$ cat config.mk
export PLATFORM = sky130hd
export DESIGN_NAME = linear_interp_n_flat
export DESIGN_NICKNAME = d
export VERILOG_FILES = /design/src/rtl/opo_package.sv /design/src/rtl/linear_interp_n_if.sv /design/src/rtl/linear_interp_n.sv /design/src/flat_wrapper.sv
export SDC_FILE = /design/constraint.sdc
export NUM_CORES = 1
export LEC_CHECK = 0
export ABC_CLOCK_PERIOD_IN_PS = 3700
export BUFFER_PORTS_ARGS = -buffer_cell sky130_fd_sc_hd__clkbuf_2
export CAP_MARGIN = 20
export CORE_MARGIN = 3
export CORE_UTILIZATION = 30
export DETAILED_ROUTE_END_ITERATION = 16
export PLACE_DENSITY = 0.56
export SLEW_MARGIN = 20
export SYNTH_ARGS = -nofsm -noshare
export SYNTH_HDL_FRONTEND = slang
export SYNTH_SLANG_ARGS = --single-unit
$ cat constraint.sdc
create_clock -name clk -period 3.7 [get_ports clk]
set_input_delay 0.74 -clock clk [delete_from_list [all_inputs] [get_ports clk]]
set_output_delay 0.74 -clock clk [all_outputs]
set_load 0.1 [all_outputs]
$ cat src/rtl/opo_package.sv
// Shared definitions for the opo signal path: sample word width and the
// interpolator/ramp state encoding.
package opo_package;

  localparam int word_width = 16;

  typedef enum logic [1:0] {
    EMPTY = 2'd0,
    HOLD  = 2'd1,
    RUN   = 2'd2
  } interp_state_t;

endpackage

$ cat src/rtl/linear_interp_n_if.sv
// Sample-in / tick / sample-out bundle for the linear interpolator.
// Handshake: an input transfer happens on a rising edge where sample_in_valid && sample_in_ready.
interface linear_interp_n_if;
  import opo_package::*;

  logic                         enable;
  logic signed [word_width-1:0] sample_in;
  logic                         sample_in_valid;
  logic                         sample_in_ready;
  logic                         out_tick;
  logic signed [word_width-1:0] sample_out;
  logic                         sample_out_valid;
  interp_state_t                dbg_state;

  modport slave (
    input  enable, sample_in, sample_in_valid, out_tick,
    output sample_in_ready, sample_out, sample_out_valid, dbg_state
  );

  modport master (
    output enable, sample_in, sample_in_valid, out_tick,
    input  sample_in_ready, sample_out, sample_out_valid, dbg_state
  );

endinterface

$ cat src/rtl/linear_interp_n.sv
// Upsampling linear interpolator: 2^interp_pow ramp samples per input interval,
// one output per out_tick, with a one-entry pending slot for the next endpoint.
module linear_interp_n
  import opo_package::*;
#(
  parameter int interp_pow = 2
) (
  input  logic              clk,
  input  logic              rst,
  linear_interp_n_if.slave  bus
);

  localparam int W  = word_width;
  localparam int P  = interp_pow;
  localparam int N  = 1 << P;
  localparam int AW = W + P + 1;

  interp_state_t         state_q, state_d;
  logic signed [W-1:0]   x0_q, x0_d;
  logic signed [W-1:0]   x1_q, x1_d;
  logic signed [W-1:0]   pend_q, pend_d;
  logic                  pend_valid_q, pend_valid_d;
  logic signed [W:0]     delta_q, delta_d;
  logic signed [AW-1:0]  acc_q, acc_d;
  logic [P-1:0]          k_q, k_d;
  logic signed [W-1:0]   out_q, out_d;
  logic                  out_valid_q, out_valid_d;

  logic                  ready;
  logic                  accept;
  logic                  last_phase;
  logic signed [W:0]     delta_new;
  logic signed [AW-1:0]  delta_new_ext;
  logic signed [AW-1:0]  delta_q_ext;
  logic signed [AW-1:0]  x1_scaled;

  // Ready depends only on registered slot occupancy, so an accept and a
  // consume can never land in the same cycle.
  assign ready  = bus.enable ? ~pend_valid_q : 1'b1;
  assign accept = bus.sample_in_valid && ready;

  assign last_phase    = (k_q == P'(N - 1));
  assign delta_new     = {pend_q[W-1], pend_q} - {x1_q[W-1], x1_q};
  assign delta_new_ext = {{P{delta_new[W]}}, delta_new};
  assign delta_q_ext   = {{P{delta_q[W]}}, delta_q};
  assign x1_scaled     = {x1_q[W-1], x1_q, {P{1'b0}}};

  always_comb begin
    state_d      = state_q;
    x0_d         = x0_q;
    x1_d         = x1_q;
    pend_d       = pend_q;
    pend_valid_d = pend_valid_q;
    delta_d      = delta_q;
    acc_d        = acc_q;
    k_d          = k_q;
    out_d        = out_q;
    out_valid_d  = 1'b0;

    if (!bus.enable) begin
      state_d      = EMPTY;
      pend_valid_d = 1'b0;
      out_d        = bus.sample_in;
      out_valid_d  = bus.sample_in_valid;
    end else begin
      unique case (state_q)
        EMPTY: begin
          if (bus.sample_in_valid) begin
            x1_d    = bus.sample_in;
            state_d = HOLD;
          end
        end

        HOLD: begin
          if (accept) begin
            pend_d       = bus.sample_in;
            pend_valid_d = 1'b1;
          end
          if (bus.out_tick) begin
            out_d       = x1_q;
            out_valid_d = 1'b1;
            if (pend_valid_q) begin
              // This tick already emitted phase 0, so start the ramp at phase 1.
              x0_d         = x1_q;
              x1_d         = pend_q;
              delta_d      = delta_new;
              acc_d        = x1_scaled + delta_new_ext;
              k_d          = P'(1);
              pend_valid_d = 1'b0;
              state_d      = RUN;
            end
          end
        end

        RUN: begin
          if (accept) begin
            pend_d       = bus.sample_in;
            pend_valid_d = 1'b1;
          end
          if (bus.out_tick) begin
            out_d       = acc_q[W-1+P:P];
            out_valid_d = 1'b1;
            acc_d       = acc_q + delta_q_ext;
            k_d         = k_q + P'(1);
            if (last_phase) begin
              k_d = '0;
              if (pend_valid_q) begin
                // Next segment resumes at phase 0, which emits the old x1.
                x0_d         = x1_q;
                x1_d         = pend_q;
                delta_d      = delta_new;
                acc_d        = x1_scaled;
                pend_valid_d = 1'b0;
              end else begin
                state_d = HOLD;
              end
            end
          end
        end

        default: state_d = EMPTY;
      endcase
    end
  end

  always_ff @(posedge clk) begin
    if (rst) begin
      state_q      <= EMPTY;
      x0_q         <= '0;
      x1_q         <= '0;
      pend_q       <= '0;
      pend_valid_q <= 1'b0;
      delta_q      <= '0;
      acc_q        <= '0;
      k_q          <= '0;
      out_q        <= '0;
      out_valid_q  <= 1'b0;
    end else begin
      state_q      <= state_d;
      x0_q         <= x0_d;
      x1_q         <= x1_d;
      pend_q       <= pend_d;
      pend_valid_q <= pend_valid_d;
      delta_q      <= delta_d;
      acc_q        <= acc_d;
      k_q          <= k_d;
      out_q        <= out_d;
      out_valid_q  <= out_valid_d;
    end
  end

  assign bus.sample_in_ready  = ready;
  assign bus.sample_out       = out_q;
  assign bus.sample_out_valid = out_valid_q;
  assign bus.dbg_state        = state_q;

endmodule

$ cat src/flat_wrapper.sv
// flat-port wrapper written by rule: the top's interface ports become plain ports
module linear_interp_n_flat import opo_package::*;
#(
  parameter int interp_pow = 2
)
  (clk, rst, bus_enable, bus_sample_in, bus_sample_in_valid, bus_out_tick, bus_sample_in_ready, bus_sample_out, bus_sample_out_valid, bus_dbg_state);
  linear_interp_n_if bus_i ();
  input  logic clk;
  input  logic rst;
  input wire logic [$bits(bus_i.enable)-1:0] bus_enable;
  input wire logic [$bits(bus_i.sample_in)-1:0] bus_sample_in;
  input wire logic [$bits(bus_i.sample_in_valid)-1:0] bus_sample_in_valid;
  input wire logic [$bits(bus_i.out_tick)-1:0] bus_out_tick;
  output wire logic [$bits(bus_i.sample_in_ready)-1:0] bus_sample_in_ready;
  output wire logic [$bits(bus_i.sample_out)-1:0] bus_sample_out;
  output wire logic [$bits(bus_i.sample_out_valid)-1:0] bus_sample_out_valid;
  output wire logic [$bits(bus_i.dbg_state)-1:0] bus_dbg_state;
  assign bus_i.enable = bus_enable;
  assign bus_i.sample_in = bus_sample_in;
  assign bus_i.sample_in_valid = bus_sample_in_valid;
  assign bus_i.out_tick = bus_out_tick;
  assign bus_sample_in_ready = bus_i.sample_in_ready;
  assign bus_sample_out = bus_i.sample_out;
  assign bus_sample_out_valid = bus_i.sample_out_valid;
  assign bus_dbg_state = bus_i.dbg_state;
  linear_interp_n #(.interp_pow(interp_pow)) u_core (.clk(clk), .rst(rst), .bus(bus_i));
endmodule
==> results of run 1 <==
## worst min-delay path by stage
stage	endpoint	slack [ns]	cells past startpoint	start
finish	u_core.bus.sample_out[6]	0.46	2	u_core.bus.sample_out[6]
global route	u_core.bus.sample_out[8]	0.48	2	u_core.bus.sample_out[8]
CTS	u_core.bus.sample_out[4]	0.46	2	u_core.bus.sample_out[4]
detailed placement	u_core.bus.sample_out[7]	0.45	2	u_core.bus.sample_out[7]
global placement	u_core.bus.sample_out[15]	0.45	2	u_core.bus.sample_out[15]
floorplan	u_core.k_q[1]	0.44	2	u_core.k_q[1]
## per-stage QoR
stage | hold WS, ns | setup slack (ns) | cell area [µm²] | power [mW]
global route | 0.4761 | -0.07133 | 7722 | 3.272
CTS | 0.4575 | -0.005866 | 7443 | 2.963
floorplan | 0.4356 | 0.1588 | 6484 | 1.758
global placement | 0.4452 | 0.03058 | 7132 | 2.000
finish | 0.4560 | 0.1284 | 7722 | 3.113
detailed placement | 0.4474 | -0.01433 | 7132 | 2.007
## cell usage after synthesis (all sizes together), types with 3 or more instances
cell type / instances
nor2b: 8
nand3b: 4
xor2: 16
inv: 27
nand4b: 3
o21bai: 6
fa: 3
nor2: 73
clkbuf: 31
a31oi: 12
nand3: 16
nand2: 94
nor4b: 3
buf: 19
and2: 5
nand4: 12
nor3b: 6
o22ai: 4
mux2i: 36
a2111oi: 3
nor4: 6
o21ai: 31
o21a: 6
ha: 53
dfxtp: 89
a211o: 3
o211ai: 9
a311oi: 3
xnor2: 22
a21o: 26
a211oi: 29
nor3: 20
a21oi: 112
and3: 6
nand2b: 5
## cell type report
type	instances	share of cell area [%]
Inverter	27	1.312
Multi-Input combinational cell	662	59.82
Timing Repair Buffer	89	7.388
Clock buffer	10	3.095
Tap cell	275	4.456
Clock inverter	6	0.8587
Sequential cell	89	23.07
## routing by layer
layer,part of all wire (%),track usage [%]
met5,0,0
met4,1.7,4.412
met3,4.2,1.416
met2,43,22.40
met1,51,21.90
## layout by cell type (no fill, tap or decap), types with 11 or more instances in the layout
cell type and instances:
ha_1 46, xor2_1 15, nor3_1 18, xnor2_1 20, a31oi_1 11, mux2i_1 36, a21oi_1 103, clkbuf_2 39
dfxtp_1 89, inv_1 26, nand2_1 93, buf_4 50, a211oi_1 26, nand3_1 16, nor2_1 73, nand4_1 12
a21o_1 25, o21ai_0 24
## flip-flops by register name, indices dropped and copies added, names as in the netlist
| name | count |
|---|---|
| u_core.acc_q | 18 |
| u_core.delta_q | 17 |
| u_core.bus.sample_out | 16 |
| u_core.pend_q | 16 |
| u_core.x1_q | 16 |
| u_core.bus.dbg_state | 2 |
| u_core.k_q | 2 |
| u_core.bus.sample_out_valid | 1 |
| u_core.pend_valid_q | 1 |
## what timing repair did
action | in CTS | in global routing
cloned | 0 | 0
gates resized for setup | 2 | 42
pin swaps | 1 | 21
endpoints found under the setup margin | 1 | 8
setup buffers | 0 | 10
## critical path: cells and delay by family (launching register included)
kind,cells,cell delay (ns)
compound gates,9,1.87
xor+xnor,1,0.15
fa+ha+maj,2,0.58
buf+inv,1,0.04
flops,1,0.33
simple gates,3,0.47
## kinds of logic after synthesis
group,after synthesis,share of synthesized area [%]
adders and majority gates,56,11.15
xor gates and xnor gates,38,5.249
AOI/OAI and AO/OA,264,26.28
buffers and inverters,77,4.747
muxes,38,5.905
DFF,89,27.48
and+or+nand+nor,266,19.18
## where the power goes
group / switching [mW] / internal (mW)
Sequential: 0.0216 / 0.988
Clock: 0.407 / 0.543
Combinational: 0.666 / 0.486
==> results.tsv, run 1 <==
stage	metric	value	unit
clock_network	H-tree depth	3	
layout	layout cell share with drive strength beyond 1	18.23	%
detailed_routing	DRT iter0 DRCs	342	
setup_path	Crit path arrival time	3.81	ns
placed_design	IO buf count	40	
job	maxcap violations	0	
clock_network	CTS buffer count	9	
floorplan	io pins	41	
yosys	Post-Syn Area per Cell	7.831	µm²
layout	ant diodes	0	
yosys	library cells used by synthesis	69	
timing	fmax	0.2800	GHz
yosys	yosys warns	0	
setup_path	R2R Path End	u_core.acc_q[16]	
placed_design	gpl congestion	0.9257	
detailed_routing	wire length per cell	15.68	µm
power	Max IR drop VDD	0.2487	mV
hold_path	Worst Hold Class	flop to flop	
clock_network	clk sinks	89	
setup_path	Critical Path Source	u_core.x1_q[1]	
setup_path	cell mode on critical path	ha_1	
clock_network	Clock Latency Late Sink	0.35	ns
timing	TNS Setup	0	ns
yosys	Post-synth ARST share	0	%
timing	clk_skew	0.01073	ns
floorplan	Die Y	153.0	µm
global_routing	largest net degree at the start of global routing	85	
detailed_routing	1st-pass router iterations	5	
setup_path	ordered cell list for the critical path	inv_1 > ha_1 > nor2b_1 > o2111ai_2 > nand2_1 > a21bo_2 > a21o_1 > xor2_1 > ha_1 > a211oi_2 > o21bai_4 > nor3b_2 > o21ai_2 > a2111oi_4 > a31oi_1 > a31o_2	
floorplan	die width	153.0	µm
timing	Worst-Margin Slew	0.9066	ns
detailed_routing	Vias/cell	5.172	
detailed_routing	routed via count	5989	
setup_path	reg-to-reg slack, setup	0.13	ns
clock_network	Post-CTS Hold Fix Bufs	0	
timing	fin. max-slew vios	0	
timing	final hold violations	0	
clock_network	clock tree buffer depth	2	
global_routing	vias in the first global route	5554	
yosys	syn_nets	905	
layout	nets@finish	955	
setup_path	crit-path max FO	4	
setup_path	cells on worst reg2reg path	16	
global_routing	total gr overflow	0	
power	Power Dens Cells	403.1	nW/µm²
floorplan	Cell Rows	53	
setup_path	Worst EP required	3.94	ns
yosys	share of the synthesized area in the top cell type	27.48	%
placed_design	hpwl dp	13500	µm
layout	Synth-to-Final Area Change	19.10	%
setup_path	Worst setup EP type	flop	
yosys	Primary FF master, synth	dfxtp_1	
global_routing	initial antenna violation count	0	
clock_network	root buffer cell	clkbuf_16	
setup_path	crit path kind	flop to flop	
detailed_routing	wirelength, routed	18160	µm
setup_path	Setup crit end	u_core.acc_q[16]	
layout	final core occ	36.51	%
detailed_routing	DR DRC count	0	
setup_path	Critical-path top delay cell	a2111oi_4	
placed_design	Cells after DPL	1132	
floorplan	die area	23410	µm²
layout	area of the multi-input gates	4619	µm²
yosys	flops & latches, synth	89	
yosys	dominant cells by area after synthesis	dfxtp_1, ha_1, a21oi_1, mux2i_1, nand2_1	
timing	slew margin rel.	39.56	%
layout	Cell Count, Final, Fillers Out	1158	
timing	Final Cycle Share	96.53	%
detailed_routing	antenna-violating nets left	0	
power	leakage	3.093	nW
clock_network	CTS tree	done	
timing	min Tclk post-route	3.572	ns
layout	sequential cell area	1782	µm²
floorplan	core area	21150	µm²
status	status	finished clean	
yosys	sequential fraction of the synthesis area	27.48	%
clock_network	Worst-path clk slew	0.07	ns
yosys	Synth area leader	dfxtp_1	
global_routing	first-pass GRT wire length	28810	µm
global_routing	GRT Total Usage	14.69	%
setup_path	worst stage delay on the critical path	0.37	ns
setup_path	worst r2r src	u_core.x1_q[1]	
yosys	EDFF count, synth	0	
yosys	synthesized area	6484	µm²
timing	Final setup violation count	0	
floorplan	starting density of the core	30.65	%
layout	Fill cells	2155	
setup_path	Critical Path Start Type	flop	
yosys	Synth Instances	828	
Note: power is estimated with default switching activity, not from simulation.
==> run 2, diff against run 1 <==
Settings changed: CORE_MARGIN 3 to 5.
==> results.tsv, run 2 (synthesis gave the netlist of run 1 again) <==
stage	metric	value	unit	change
timing	Final Cycle Share	98.28	%	+1.7 points
global_routing	first-pass GRT wire length	29130	µm	+1.1%
global_routing	vias in the first global route	5658		+1.9%
detailed_routing	Vias/cell	5.179		+0.13%
layout	Final Cell Area	7677	µm²	-0.58%
status	status	finished clean		
placed_design	Cells after DPL	1132		unchanged
floorplan	starting density of the core	30.65	%	unchanged
timing	min Tclk post-route	3.636	ns	+0.06461 ns
layout	commonest cells after routing, fill and taps aside	a21oi_1, nand2_1, dfxtp_1, nor2_1		
power	Power Dens Cells	413.4	nW/µm²	+2.6%
power	leakage	3.100	nW	+0.24%
timing	final hold violations	0		unchanged
clock_network	clock tree buffer depth	2		unchanged
timing	fmax	0.2750	GHz	-1.8%
floorplan	Cell Rows	53		unchanged
timing	Final setup violation count	0		unchanged
placed_design	IO buf count	40		unchanged
layout	nets@finish	955		unchanged
setup_path	crit path kind	flop to flop		
placed_design	Cell Area, Placed	7132	µm²	unchanged
clock_network	CTS buffer count	9		unchanged
setup_path	CP Depth	17		+1
detailed_routing	routed via count	5997		+0.13%
placed_design	hpwl dp	13560	µm	+0.47%
setup_path	cell mode on critical path	ha_1		
timing	slew margin rel.	50.90	%	+11 points
setup_path	Worst setup EP type	flop		
timing	Worst-Margin Slew	0.7365	ns	-0.1701 ns
clock_network	Clock Latency Late Sink	0.35	ns	about the same
layout	max reg flops	18		unchanged
floorplan	die width	157.0	µm	+2.6%
detailed_routing	DRT iter0 DRCs	452		+32%
layout	ant diodes	0		unchanged
setup_path	delay-heaviest family, CP	compound AO/OA/AOI/OAI gates		
job	maxcap violations	0		unchanged
detailed_routing	DR DRC count	0		unchanged
timing	clk_skew	0.007358	ns	-0.003368 ns
setup_path	crit-path max FO	5		+1
detailed_routing	1st-pass router iterations	5		unchanged
floorplan	die area	24650	µm²	+5.3%
clock_network	clk sinks	89		unchanged
layout	layout cell share with drive strength beyond 1	17.44	%	-0.79 points
global_routing	GRT Total Usage	14.48	%	-0.21 points
detailed_routing	wire length per cell	15.63	µm	-0.32%
setup_path	ordered cell list for the critical path	inv_1 > ha_1 > nor2b_1 > o2111ai_2 > nand2_1 > a21bo_2 > a21o_1 > xor2_1 > ha_1 > buf_6 > and3_1 > and2_1 > a31o_2 > a211oi_2 > nor3_1 > a311oi_1 > o22ai_1		
clock_network	H-tree depth	3		unchanged
setup_path	Buf/Inv on CP	2		+1
setup_path	Crit path arrival time	3.86	ns	+0.05 ns
floorplan	Die Y	157.0	µm	+2.6%
floorplan	io pins	41		unchanged
setup_path	Worst EP required	3.92	ns	-0.02 ns
layout	Fill cells	2185		+1.4%
floorplan	core area	21150	µm²	unchanged
hold_path	hold path depth	2		unchanged
layout	largest registers	u_core.acc_q (18), u_core.delta_q (17)		
setup_path	cells on worst reg2reg path	17		+1
layout	Top reg by flops	u_core.acc_q		
timing	TNS Setup	0	ns	unchanged
global_routing	initial antenna violation count	0		unchanged
global_routing	total gr overflow	0		unchanged
clock_network	Post-CTS Hold Fix Bufs	0		unchanged
clock_network	Worst-path clk slew	0.07	ns	about the same
setup_path	Critical Path Start Type	flop		
placed_design	DP Worst Slack	-0.05357	ns	-0.03924 ns
setup_path	worst stage delay on the critical path	0.35	ns	-0.02 ns
setup_path	Critical-path top delay cell	ha_1		
layout	Cell Count, Final, Fillers Out	1158		unchanged
detailed_routing	wirelength, routed	18100	µm	-0.32%
layout	commonest non-fill, non-tap cell in the layout	a21oi_1		
timing	fin. max-slew vios	0		unchanged
clock_network	CTS tree	done		
power	Power Total	3.174	mW	+2.0%
global_routing	largest net degree at the start of global routing	68		-20%
hold_path	Worst Hold Class	flop to flop		
power	Max IR drop VDD	0.2371	mV	-4.7%
timing	Final WS setup	0.06376	ns	-0.06461 ns
clock_network	root buffer cell	clkbuf_16		
layout	Synth-to-Final Area Change	18.41	%	
detailed_routing	antenna-violating nets left	0		unchanged
placed_design	gpl congestion	0.8616		-6.9%
[run 2: path summary, 6_finish.rpt]
check                            from                       end  slack (ns)
min          u_core.bus.sample_out[3]  u_core.bus.sample_out[3]        0.46
min reg2reg  u_core.bus.sample_out[3]  u_core.bus.sample_out[3]        0.46
max reg2reg            u_core.x1_q[1]          u_core.acc_q[13]        0.06
max                    u_core.x1_q[1]          u_core.acc_q[13]        0.06
[run 2: timing repair]
action                                  4_1_cts  5_1_grt
gates cloned                                  0        0
pin swaps                                     2       20
buffers inserted                              1        9
endpoints found under the setup margin        2        7
gates resized for setup                       2       31
[run 2: worst min-delay path: cells and delay by family, from the launching register on]
family	cells	cell delay, ns
compound gates	1	0.05
simple gates	1	0.05
flops	1	0.31
[run 2: cell type report]
type | instances | area [µm²] | share of cell area, %
clock buffer | 10 | 239.0 | 3.113
multi-input combinational | 662 | 4537 | 59.09
sequential | 89 | 1784 | 23.24
clock inverter | 6 | 97.59 | 1.271
inverter | 27 | 101.3 | 1.320
tap | 275 | 344.1 | 4.482
timing repair buffer | 89 | 574.3 | 7.480
[run 2: per-stage QoR]
step,hold slack (ns),utilization [%]
after floorplan,0.4356,-
after global placement,0.4452,33.71
after CTS,0.4605,35.41
after global routing,0.4727,36.29
final,0.4556,36.29
after detailed placement,0.4454,33.71
[run 2: routing by layer]
metal / track usage, % / vias up / wire length, µm
met2: 22.32 / 147 / 7855
met1: 21.48 / 2726 / 9229
met4: 3.441 / 0 / 257
li1: - / 3105 / -
met5: 0 / - / 0
met3: 1.870 / 19 / 760
[run 2: power breakdown]
group,internal (mW),leakage (nW),switching [mW]
registers,0.988,0.724,0.0204
clock network,0.622,0.166,0.424
logic,0.473,2.21,0.647
